### config.mk
export PLATFORM = sky130hd
export DESIGN_NAME = tap_dr_bank
export DESIGN_NICKNAME = d
export VERILOG_FILES = /design/src/rtl/tap_dr_bank.sv
export SDC_FILE = /design/constraint.sdc
export NUM_CORES = 1
export LEC_CHECK = 0
export BUFFER_PORTS_ARGS = -buffer_cell sky130_fd_sc_hd__buf_2
export CAP_MARGIN = 20
export CORE_UTILIZATION = 55
export CTS_CLUSTER_SIZE = 12
export DETAILED_ROUTE_END_ITERATION = 10
export PLACE_DENSITY = 0.74
export SYNTH_ARGS = -nofsm -noshare
export SYNTH_HDL_FRONTEND = slang
export SYNTH_SLANG_ARGS = --single-unit
### constraint.sdc
create_clock -name TCK -period 3.4 [get_ports TCK]
set_clock_uncertainty 0.2 [all_clocks]
set_input_delay 0.68 -clock TCK [delete_from_list [all_inputs] [get_ports TCK]]
set_output_delay 0.68 -clock TCK [all_outputs]
set_load 0.02 [all_outputs]
### src/rtl/tap_dr_bank.sv
// JTAG data-register bank: bypass, IDCODE, USERCODE and boundary-scan registers,
// with instruction decode, pin/core muxing and a negedge-retimed TDO.
module tap_dr_bank #(
    parameter int unsigned IR_WIDTH   = 4,
    parameter int unsigned N_IN       = 4,
    parameter int unsigned N_OUT      = 4,
    parameter logic [31:0] ID_VALUE   = 32'h4BA1_00A1,
    parameter int unsigned USER_WIDTH = 32,
    parameter logic [31:0] USER_VALUE = 32'h0000_00A1
) (
    input  logic                TRST,
    input  logic                TCK,
    input  logic                TDI,
    input  logic [IR_WIDTH-1:0] IR,
    input  logic                TLR,
    input  logic                CAPTURE_DR,
    input  logic                SHIFT_DR,
    input  logic                UPDATE_DR,
    input  logic [N_IN-1:0]     PIN_IN,
    input  logic [N_OUT-1:0]    CORE_DOUT,
    input  logic                CORE_OE,
    output logic [N_OUT-1:0]    PIN_OUT,
    output logic                PIN_OE,
    output logic [N_IN-1:0]     CORE_DIN,
    output logic                TDO,
    output logic                TDO_EN
);

    localparam int unsigned BSR_W  = N_IN + N_OUT + 1;
    localparam int unsigned OE_IDX = BSR_W - 1;

    localparam logic [31:0]           ID_CAP   = ID_VALUE | 32'h0000_0001;
    localparam logic [USER_WIDTH-1:0] USER_CAP = USER_WIDTH'(USER_VALUE);

    typedef enum logic [2:0] {
        I_EXTEST,
        I_SAMPLE,
        I_IDCODE,
        I_USERCODE,
        I_INTEST,
        I_CLAMP,
        I_HIGHZ,
        I_BYPASS
    } instr_e;

    typedef enum logic [1:0] {
        SEL_BYP,
        SEL_ID,
        SEL_USER,
        SEL_BSR
    } dr_sel_e;

    instr_e  instr;
    dr_sel_e sel;

    logic                  byp;
    logic [31:0]           id_reg;
    logic [USER_WIDTH-1:0] user_reg;
    logic [BSR_W-1:0]      bsr;
    logic [BSR_W-1:0]      upd;
    logic [BSR_W-1:0]      bsr_cap;
    logic                  sel_lsb;
    logic                  drive_upd;

    // Undefined codes, including any with upper IR bits set, fall through to BYPASS.
    always_comb begin
        instr = I_BYPASS;
        if      (IR == IR_WIDTH'(0)) instr = I_EXTEST;
        else if (IR == IR_WIDTH'(1)) instr = I_SAMPLE;
        else if (IR == IR_WIDTH'(2)) instr = I_IDCODE;
        else if (IR == IR_WIDTH'(3)) instr = I_USERCODE;
        else if (IR == IR_WIDTH'(4)) instr = I_INTEST;
        else if (IR == IR_WIDTH'(5)) instr = I_CLAMP;
        else if (IR == IR_WIDTH'(6)) instr = I_HIGHZ;
    end

    always_comb begin
        sel = SEL_BYP;
        case (instr)
            I_EXTEST, I_SAMPLE, I_INTEST: sel = SEL_BSR;
            I_IDCODE:                     sel = SEL_ID;
            I_USERCODE:                   sel = SEL_USER;
            default:                      sel = SEL_BYP;
        endcase
    end

    // Per-bit loops keep the cell layout free of slices that vanish when N_IN or N_OUT is 0.
    always_comb begin
        bsr_cap = '0;
        for (int unsigned i = 0; i < N_IN; i++) begin
            bsr_cap[i] = (instr == I_INTEST) ? upd[i] : PIN_IN[i];
        end
        for (int unsigned i = 0; i < N_OUT; i++) begin
            bsr_cap[N_IN + i] = CORE_DOUT[i];
        end
        bsr_cap[OE_IDX] = CORE_OE;
    end

    always_ff @(posedge TCK or negedge TRST) begin
        if (!TRST) begin
            byp      <= 1'b0;
            id_reg   <= ID_CAP;
            user_reg <= USER_CAP;
            bsr      <= '0;
            upd      <= '0;
        end else if (TLR) begin
            byp      <= 1'b0;
            id_reg   <= ID_CAP;
            user_reg <= USER_CAP;
            bsr      <= '0;
            upd      <= '0;
        end else if (CAPTURE_DR) begin
            case (sel)
                SEL_BYP:  byp      <= 1'b0;
                SEL_ID:   id_reg   <= ID_CAP;
                SEL_USER: user_reg <= USER_CAP;
                default:  bsr      <= bsr_cap;
            endcase
        end else if (SHIFT_DR) begin
            case (sel)
                SEL_BYP:  byp      <= TDI;
                SEL_ID:   id_reg   <= {TDI, id_reg[31:1]};
                SEL_USER: user_reg <= USER_WIDTH'({TDI, user_reg} >> 1);
                default:  bsr      <= BSR_W'({TDI, bsr} >> 1);
            endcase
        end else if (UPDATE_DR && (sel == SEL_BSR)) begin
            upd <= bsr;
        end
    end

    assign drive_upd = (instr == I_EXTEST) || (instr == I_CLAMP);

    always_comb begin
        PIN_OUT  = CORE_DOUT;
        PIN_OE   = CORE_OE;
        CORE_DIN = PIN_IN;
        if (drive_upd) begin
            for (int unsigned i = 0; i < N_OUT; i++) begin
                PIN_OUT[i] = upd[N_IN + i];
            end
            PIN_OE = upd[OE_IDX];
        end
        if (instr == I_HIGHZ) begin
            PIN_OE = 1'b0;
        end
        if (instr == I_INTEST) begin
            for (int unsigned i = 0; i < N_IN; i++) begin
                CORE_DIN[i] = upd[i];
            end
        end
    end

    always_comb begin
        sel_lsb = byp;
        case (sel)
            SEL_ID:   sel_lsb = id_reg[0];
            SEL_USER: sel_lsb = user_reg[0];
            SEL_BSR:  sel_lsb = bsr[0];
            default:  sel_lsb = byp;
        endcase
    end

    // Falling-edge retiming; TLR deliberately leaves TDO alone.
    always_ff @(negedge TCK or negedge TRST) begin
        if (!TRST) begin
            TDO    <= 1'b0;
            TDO_EN <= 1'b0;
        end else begin
            TDO_EN <= SHIFT_DR;
            if (SHIFT_DR) begin
                TDO <= sel_lsb;
            end
        end
    end

endmodule

Yosys cells after proc, flatten, opt, wreduce, memory -nomap -nowiden:

Index checks and enable logic that the tools add are counted.
W data, S select, Z words.

* register bits: 85
* word-level logic and storage cells: 84

* equal/unequal tests: 19
* muxes and demuxes: 41
* reduce and logical (&&, ||, !) cells: 17

Operator list (count)
* $mux W32: 10
* $mux W9: 9
* $eq A4 B3 Y1 const B: 3
* $mux W1: 12
* $mux W3: 4
* $eq A3 B3 Y1 const B: 3
* $eq A4 B2 Y1 const B: 2
* $mux W4: 2
* $reduce_bool A2 Y1: 4
* $eq A3 B2 Y1 const B: 2
* $ne A3 B3 Y1 const B: 2
* $pmux W2 S3: 1
* $reduce_and A2 Y1: 3
* $reduce_and A3 Y1: 2
* $reduce_or A3 Y1: 2
* $eq A2 B2 Y1 const B: 2
* $eq A4 B1 Y1 const B: 1
* $logic_not A4 Y1: 1
* $mux W2: 2
* $ne A2 B2 Y1 const B: 2
* $eq A3 B1 Y1 const B: 1
* $logic_not A3 Y1: 1
* $pmux W1 S3: 1
* $reduce_bool A3 Y1: 1
* 4 further kinds: 4

Longest topological paths before layout:

Gate-level depths: netlist (run 1).

* depth after elaboration: 17
* depth in mapped cells: 7
* depth with buffers taken out: 4

==> results of run 1 <==
placed cells by master, fill, tap and decap left out, types with 2 or more instances in the layout:
cell type   count
a21oi_1        57
inv_6           2
nor2_1         32
mux2i_1        13
dfstp_2        13
dfrtn_1         2
nor2b_1         2
o21ai_0         4
o211ai_1        4
a211oi_1        6
o21bai_1       13
nand3_1        50
nor3_1         14
nand2b_1        2
dfrtp_1        70
buf_6           2
clkinvlp_4      2
nor4b_4         2
or2_2           4
clkbuf_8        9
buf_4          26
nand2_1        58
mux2_2          8
buf_2          27
nand3b_1        2
logic make-up after synthesis:
family                 count (synthesis)
and+or+nand+nor                      176
AOI/OAI and AO/OA                     91
muxes                                 21
buffers and inverters                 38
DFF                                   85
worst max path at each step:
stage          startpoint  end
3_5_place_dp        IR[0]  TDO
3_3_place_gp        IR[0]  TDO
5_1_grt               TDO  TDO
4_1_cts               TDO  TDO
6_report              TDO  TDO
2_1_floorplan       IR[2]  TDO
routing by layer:
metal	track usage	vias to the layer above
li1	-	1477
met1	0.298	1528
met2	0.376	73
met3	0.0600	15
met4	0.0848	0
met5	0	-
worst reg2reg max path: stages (launching register included):
cell      delay [ns]
dfrtp_1         0.43
a21o_1          0.18
a221oi_1        0.26
nor2_1          0.09
timing repair:
action / 4_1_cts / 5_1_grt
hold buffers: 1 / 0
endpoints found under the setup margin: 2 / 2
cloned: 0 / 0
buffers inserted: 1 / 0
gates resized for setup: 4 / 0
hold endpoints to repair: 14 / 0
through the flow:
stage / std cells / hold slack (ns) / cell area (um^2) / util / setup TNS [ns]
6_report: 542 / 0.322 / 4430 / 0.648 / -0.131
5_1_grt: 542 / 0.346 / 4430 / 0.648 / -0.188
4_1_cts: 542 / 0.325 / 4430 / 0.648 / -0.150
3_5_place_dp: 524 / 0.306 / 4220 / 0.617 / -0.105
3_3_place_gp: 524 / 0.280 / 4220 / 0.617 / -0.0740
2_1_floorplan: 411 / 0.184 / 3930 / - / 0
power groups by stage:
| stage | Clock, mW | Sequential (mW) | Combinational, mW |
|---|---|---|---|
| after floorplan | 0 | 1.05 | 0.105 |
| after global placement | 0 | 1.05 | 0.178 |
| after detailed placement | 0 | 1.05 | 0.181 |
| after CTS | 0.682 | 1.03 | 0.187 |
| after global routing | 0.729 | 1.03 | 0.204 |
| final | 0.671 | 1.03 | 0.185 |
layout make-up:
cell class / instances / area [um^2]
well taps: 96 / 120
flip-flops and latches: 85 / 2140
clock inverters: 7 / 57.6
repair buffers: 56 / 363
fillers: 577 / 2400
multi-input cells: 288 / 1620
inverters: 1 / 3.75
clock buffers: 9 / 124
==> impl_results.md, run 1 <==
- Netlist cell types: 40
- Ant diodes: 0
- Tot GR Track Use: 0.230
- Cell-internal power: ~1.4 mW
- DIE HEIGHT: between 80 and 90 um
- Detailed route wirelength on metal2: roughly 3900 um
- Final ANT Viol Nets: 0
- Worst-path maximum fanout: 2
- Synth area leaders: dfrtp_1, dfstp_2, a21oi_1
- Synth Warn #: 0
- Hold Path Origin: user_reg[13]
- Final Hold Fails: 0
- Vias: just over 3000
- First-pass GRT wire length: 13400 um
- Final Max Slew Viols: 0
- Status: complete, but fails checks
- Highest metal used: met4
- Clk root buf: clkbuf_8
- Wire length per cell: approximately 15 um
- Asr flop ratio synth: 1.00
- Worst setup EP type: output port
- Flop-to-flop setup slack: between 0.3 and 0.4 ns
- XOR/XNOR Fraction of Synth Area: 0
- Clock Tree Buf Depth: 2
- Adder-cell share of the synthesized area: 0
- Top cell type's share of synthesized area: 0.447
- Remaining Overflow, GRT: 0
- FF-to-FF Start: bsr[0]
- EDFF count, synth: 0
- Pre-CTS setup slack: -0.105 ns
- Logic pwr share: 0.098
- Failing checks: setup timing
- Syn_nets: around 430
- Pre-Repair DR Iteration Count: 4
- Sequential fraction of the synthesis area: 0.547
- Total Wirelength: 7870 um
- Row cnt: 30
- VDD IR max: roughly 0.32 mV
- Buf+Inv Stages, Crit Path: 1
- Setup ws final: -0.0810 ns
- CTS tree: yes
- CP Depth: 1
- Num CTS Buffers: 9
- TritonCTS Sinks: 85
- Clock power frac: 0.355
- DP HPWL: 4920 um
- Antenna violations before repair: 0
- Multiplexer share of the synthesized area: 0.0562
- CTS H-tree depth: 3
- # setup viols final: 2
- Clk_lat worst skew: between 0.3 and 0.4 ns
- Psw: 0.521 mW
- Leak pwr: ~2 nW
- Post-Synth Simple-Gate Area: 0.216
- Port buffer count: 30
- Sw Share: 0.276
- Ports: 31
- RSZ-0062 raised after global routing: yes
- CTS clk-pin slew, worst paths: approximately 0.09 ns
- Starting DRC count in detailed routing: approximately 200
- Power per cell area: ~430 nW/um^2
- Metal1 wirelength: approximately 3600 um
- Final-stage net count: approximately 460
- Largest family of logic cells by synthesized area: simple AND/OR/NAND/NOR gates
- Synthesized flop and latch total: between 80 and 90
- CP Class: register to output port
- Compound-Gate Fraction of Synth Area: 0.136
- CORE AREA: between 6000 and 7000 um^2
- Crit path launch type: register
- Die area: roughly 7500 um^2
- Synth top cells by count: dfrtp_1, nand2_1, a21oi_1, nand3_1, nor2_1
- DRC: 0
- Reg2reg path depth: 3
- Chip width: 86.4 um
- Worst R2R End: TDO
- Number of global-route vias before repair: about 2900
- GPL Wtd Cong: around 0.8
- Routed wl met3: roughly 280 um
- Syn avg cell area: around 9.5 um^2
- Crit path cell chain: buf_6
- Post-layout power: between 1.5 and 2 mW
- Initial Util: 0.574
- Max-Cap Viols: 0
- Largest net degree at the start of global routing: 70
- Min-Delay Endpoint: user_reg[13]
- Synth Flop Type: dfrtp_1
- Hold/Removal Path Class: register to register
- Gate Count Post-Synth: a little over 400
- Worst path required time: about 2.5 ns
- Worst Path Arrival: 2.60 ns
- Synth Cell Area: between 3000 and 4000 um^2
- Share of cells above drive strength 1: 0.238
- Top-count cell post-synth: dfrtp_1
- Hold path depth: 2
- Via-per-instance ratio: about 5.7
- Area leader, netlist: dfrtp_1
- CP peak stage delay: ~0.43 ns
- Seq pwr share: 0.547
- Worst slew pin tran: 0.852 ns
- Area grow syn2layout: 13.0%
- Top delay family on crit path: flip-flops
- Slowest CP cell: dfrtn_1
- Worst slew margin: 0.432
Note: power is estimated with default switching activity, not from simulation.
==> run 2, diff against run 1 <==
--- a/config.mk
+++ b/config.mk
@@ -7,2 +7,3 @@
 export LEC_CHECK = 0
+export ABC_AREA = 1
 export BUFFER_PORTS_ARGS = -buffer_cell sky130_fd_sc_hd__buf_2
--- a/constraint.sdc
+++ b/constraint.sdc
@@ -4,2 +4,2 @@
 set_output_delay 0.68 -clock TCK [all_outputs]
-set_load 0.02 [all_outputs]
+set_load 0.05 [all_outputs]
==> run 2 against run 1 <==
  * The flow finishes with violations (DRC, setup timing)
  * Synthesized cell count up 6.3%
  * Critical path depth unchanged
  * Total power up 2.5%
  * Sequential power about the same
  * Non-clock buffer count down 19
  * Clock-buffer cell count up 1
  * Die area down 4.8%
  * Register-to-register slack better by 0.23 ns
  * Core utilization down 0.97 points
  * Hold slack worse by 0.16 ns
  * Synthesized area down 4.9%
  * Global-route usage down 1.8 points
  * Critical endpoint unchanged
==> impl_results.md, run 2 <==
- Status: complete, but fails checks
- Failing checks: DRC, setup timing
- Worst R2R End: TDO
- Synth Warn #: 0
- Logic pwr share: 0.095
- Syn avg cell area: between 8 and 9 um^2
- Final Max Slew Viols: 0
- Clock Tree Buf Depth: 2
- Row cnt: 29
- Clock power frac: 0.368
- Reg2reg path depth: 6
- Via-per-instance ratio: 5.01
- Final-stage net count: 493
- Antenna violations before repair: 0
- Most frequent cells in the layout: nand2_1, dfrtp_1, inv_1
- Flop-to-flop setup slack: slightly above 0.6 ns
- Seq pwr share: 0.537
- Syn_nets: between 400 and 500
- Worst-path maximum fanout: 2
- # setup viols final: 2
- Sw Share: 0.264
- Area of the multi-input gates: between 1000 and 1500 um^2
- Gate Count Post-Synth: ~440
- CP peak stage delay: between 0.4 and 0.5 ns
- Cell-internal power: 1.43 mW
- CP Class: register to output port
- CORE AREA: approximately 6500 um^2
- Setup ws final: -0.101 ns
- Synthesized flop and latch total: 85
- Number of global-route vias before repair: 2631
- Clk root buf: clkbuf_8
- Crit path cell chain: buf_6
- Netlist cell types: 26
- Synth Cell Area: around 3700 um^2
- Total Wirelength: approximately 6600 um
- Cts hold-fix bufs: 0
- Worst path required time: roughly 2.5 ns
- Top delay family on crit path: flip-flops
- Port buffer count: 30
- Pre-CTS setup slack: roughly 0.0060 ns
- FF-to-FF Start: bsr[0]
- Worst slew pin tran: 0.778 ns
- Highest metal used: met4
- Remaining Overflow, GRT: 0
- Largest net degree at the start of global routing: 53
- Chip width: roughly 84 um
- First-pass GRT wire length: ~12000 um
- GPL Wtd Cong: around 0.81
- Worst setup EP type: output port
- FILL cells: ~560
- Sequential fraction of the synthesis area: 0.575
- DRC: 4
- Synth area leaders: dfrtp_1, nand2_1, dfstp_2
- Psw: 0.511 mW
- Synth top cells by count: nand2_1, dfrtp_1, inv_1, nor2_1, o21ai_1
- Initial Util: 0.577
- Final ANT Viol Nets: 0
- Top cell type's share of synthesized area: 0.470
- CTS clk-pin slew, worst paths: 0.09 ns
- Worst hold slack: 0.165 ns
- Crit path launch type: register
- Num CTS Buffers: 9
- Top-count cell post-synth: nand2_1
- Area grow syn2layout: 10.7%
- Wire length per cell: between 10 and 15 um
- Ports: 31
- Synth Flop Type: dfrtp_1
- Critical Path Source: TDO
- Leak pwr: 2.06 nW
- DP HPWL: 4340 um
- Hold/Removal Path Class: input pin to async pin
- Final Hold Fails: 0
- Share of cells above drive strength 1: 0.178
- CTS tree: yes
- Power per cell area: roughly 470 nW/um^2
- Max-Cap Viols: 0
- Asr flop ratio synth: 1.00
- Routed wl met3: just under 200 um
- Starting DRC count in detailed routing: around 220
- Metal1 wirelength: 3250 um
- Worst Path Arrival: between 2 and 3 ns
- Tot GR Track Use: 0.212
- Detailed route wirelength on metal2: around 3100 um
- Pre-Repair DR Iteration Count: 7
- Slowest CP cell: dfrtn_1
- Commonest non-fill, non-tap cell in the layout: nand2_1
- Area leader, netlist: dfrtp_1
- EDFF count, synth: 0
- RSZ-0062 raised after global routing: yes
- Clk_lat worst skew: 0.35 ns
- DIE HEIGHT: 84.3 um
- Seq. cell area: about 2100 um^2
- Ant diodes: 0
- CTS H-tree depth: 3
- Buf+Inv Stages, Crit Path: 1
- Worst slew margin: 0.479
- Vias: around 2800
- TritonCTS Sinks: between 80 and 90
- VDD IR max: between 0.2 and 0.3 mV
- Die area: roughly 7100 um^2
[run 2: cell count changes after synthesis, moves of 16 or more]
cell	delta
o21ai_1	+26
a21oi_1	-41
inv_1	+54
clkbuf_1	-16
o21ai_0	+16
nand3_1	-37
nand2_1	+95
[run 2: what timing repair did]
action | CTS | global route
pin swaps | 0 | 0
cloned | 0 | 0
buffers inserted | 1 | 1
setup endpoints to repair | 2 | 2
gates resized for setup | 4 | 0
[run 2: power by group through the flow]
stage	clock network, mW	registers, mW	logic, mW
2_1_floorplan	0	1.07	0.113
3_3_place_gp	0	1.06	0.176
3_5_place_dp	0	1.06	0.178
4_1_cts	0.729	1.04	0.184
5_1_grt	0.775	1.04	0.204
6_report	0.712	1.04	0.183
[run 2: final cells by class]
| class | instances | area share |
|---|---|---|
| well taps | 77 | 0.0234 |
| clock inverters | 6 | 0.0173 |
| multi-input cells | 280 | 0.301 |
| repair buffers | 37 | 0.0528 |
| inverters | 60 | 0.0552 |
| flip-flops and latches | 85 | 0.520 |
| clock buffers | 10 | 0.0309 |
[run 2: stage by stage]
stage / cell area [um^2] / TNS [ns] / power (mW) / std cells / util
after global routing: 4120 / -0.218 / 2.02 / 555 / 0.639
after global placement: 3900 / 0 / 1.23 / 537 / 0.603
after CTS: 4120 / -0.183 / 1.95 / 554 / 0.637
final: 4120 / -0.169 / 1.94 / 555 / 0.639
after floorplan: 3720 / 0 / 1.18 / 437 / -
after detailed placement: 3900 / 0 / 1.24 / 537 / 0.603
[run 2: worst max path at each step]
stage / end / slack, ns / depth (start not counted)
3_5_place_dp: TDO / 0.006 / 7
5_1_grt: TDO / -0.13 / 1
6_report: TDO / -0.10 / 1
4_1_cts: TDO / -0.10 / 1
2_1_floorplan: TDO / 0.15 / 0
3_3_place_gp: TDO / 0.03 / 7
[run 2: metal layers]
layer / up-vias / global-route usage
li1: 1421 / -
met1: 1314 / 0.297
met2: 36 / 0.326
met3: 7 / 0.0472
met4: 0 / 0.0846
met5: - / 0
[run 2: logic make-up after synthesis]
| group | share of synthesized area |
|---|---|
| simple gates | 0.235 |
| flops | 0.575 |
| buf+inv | 0.0917 |
| compound gates | 0.0981 |
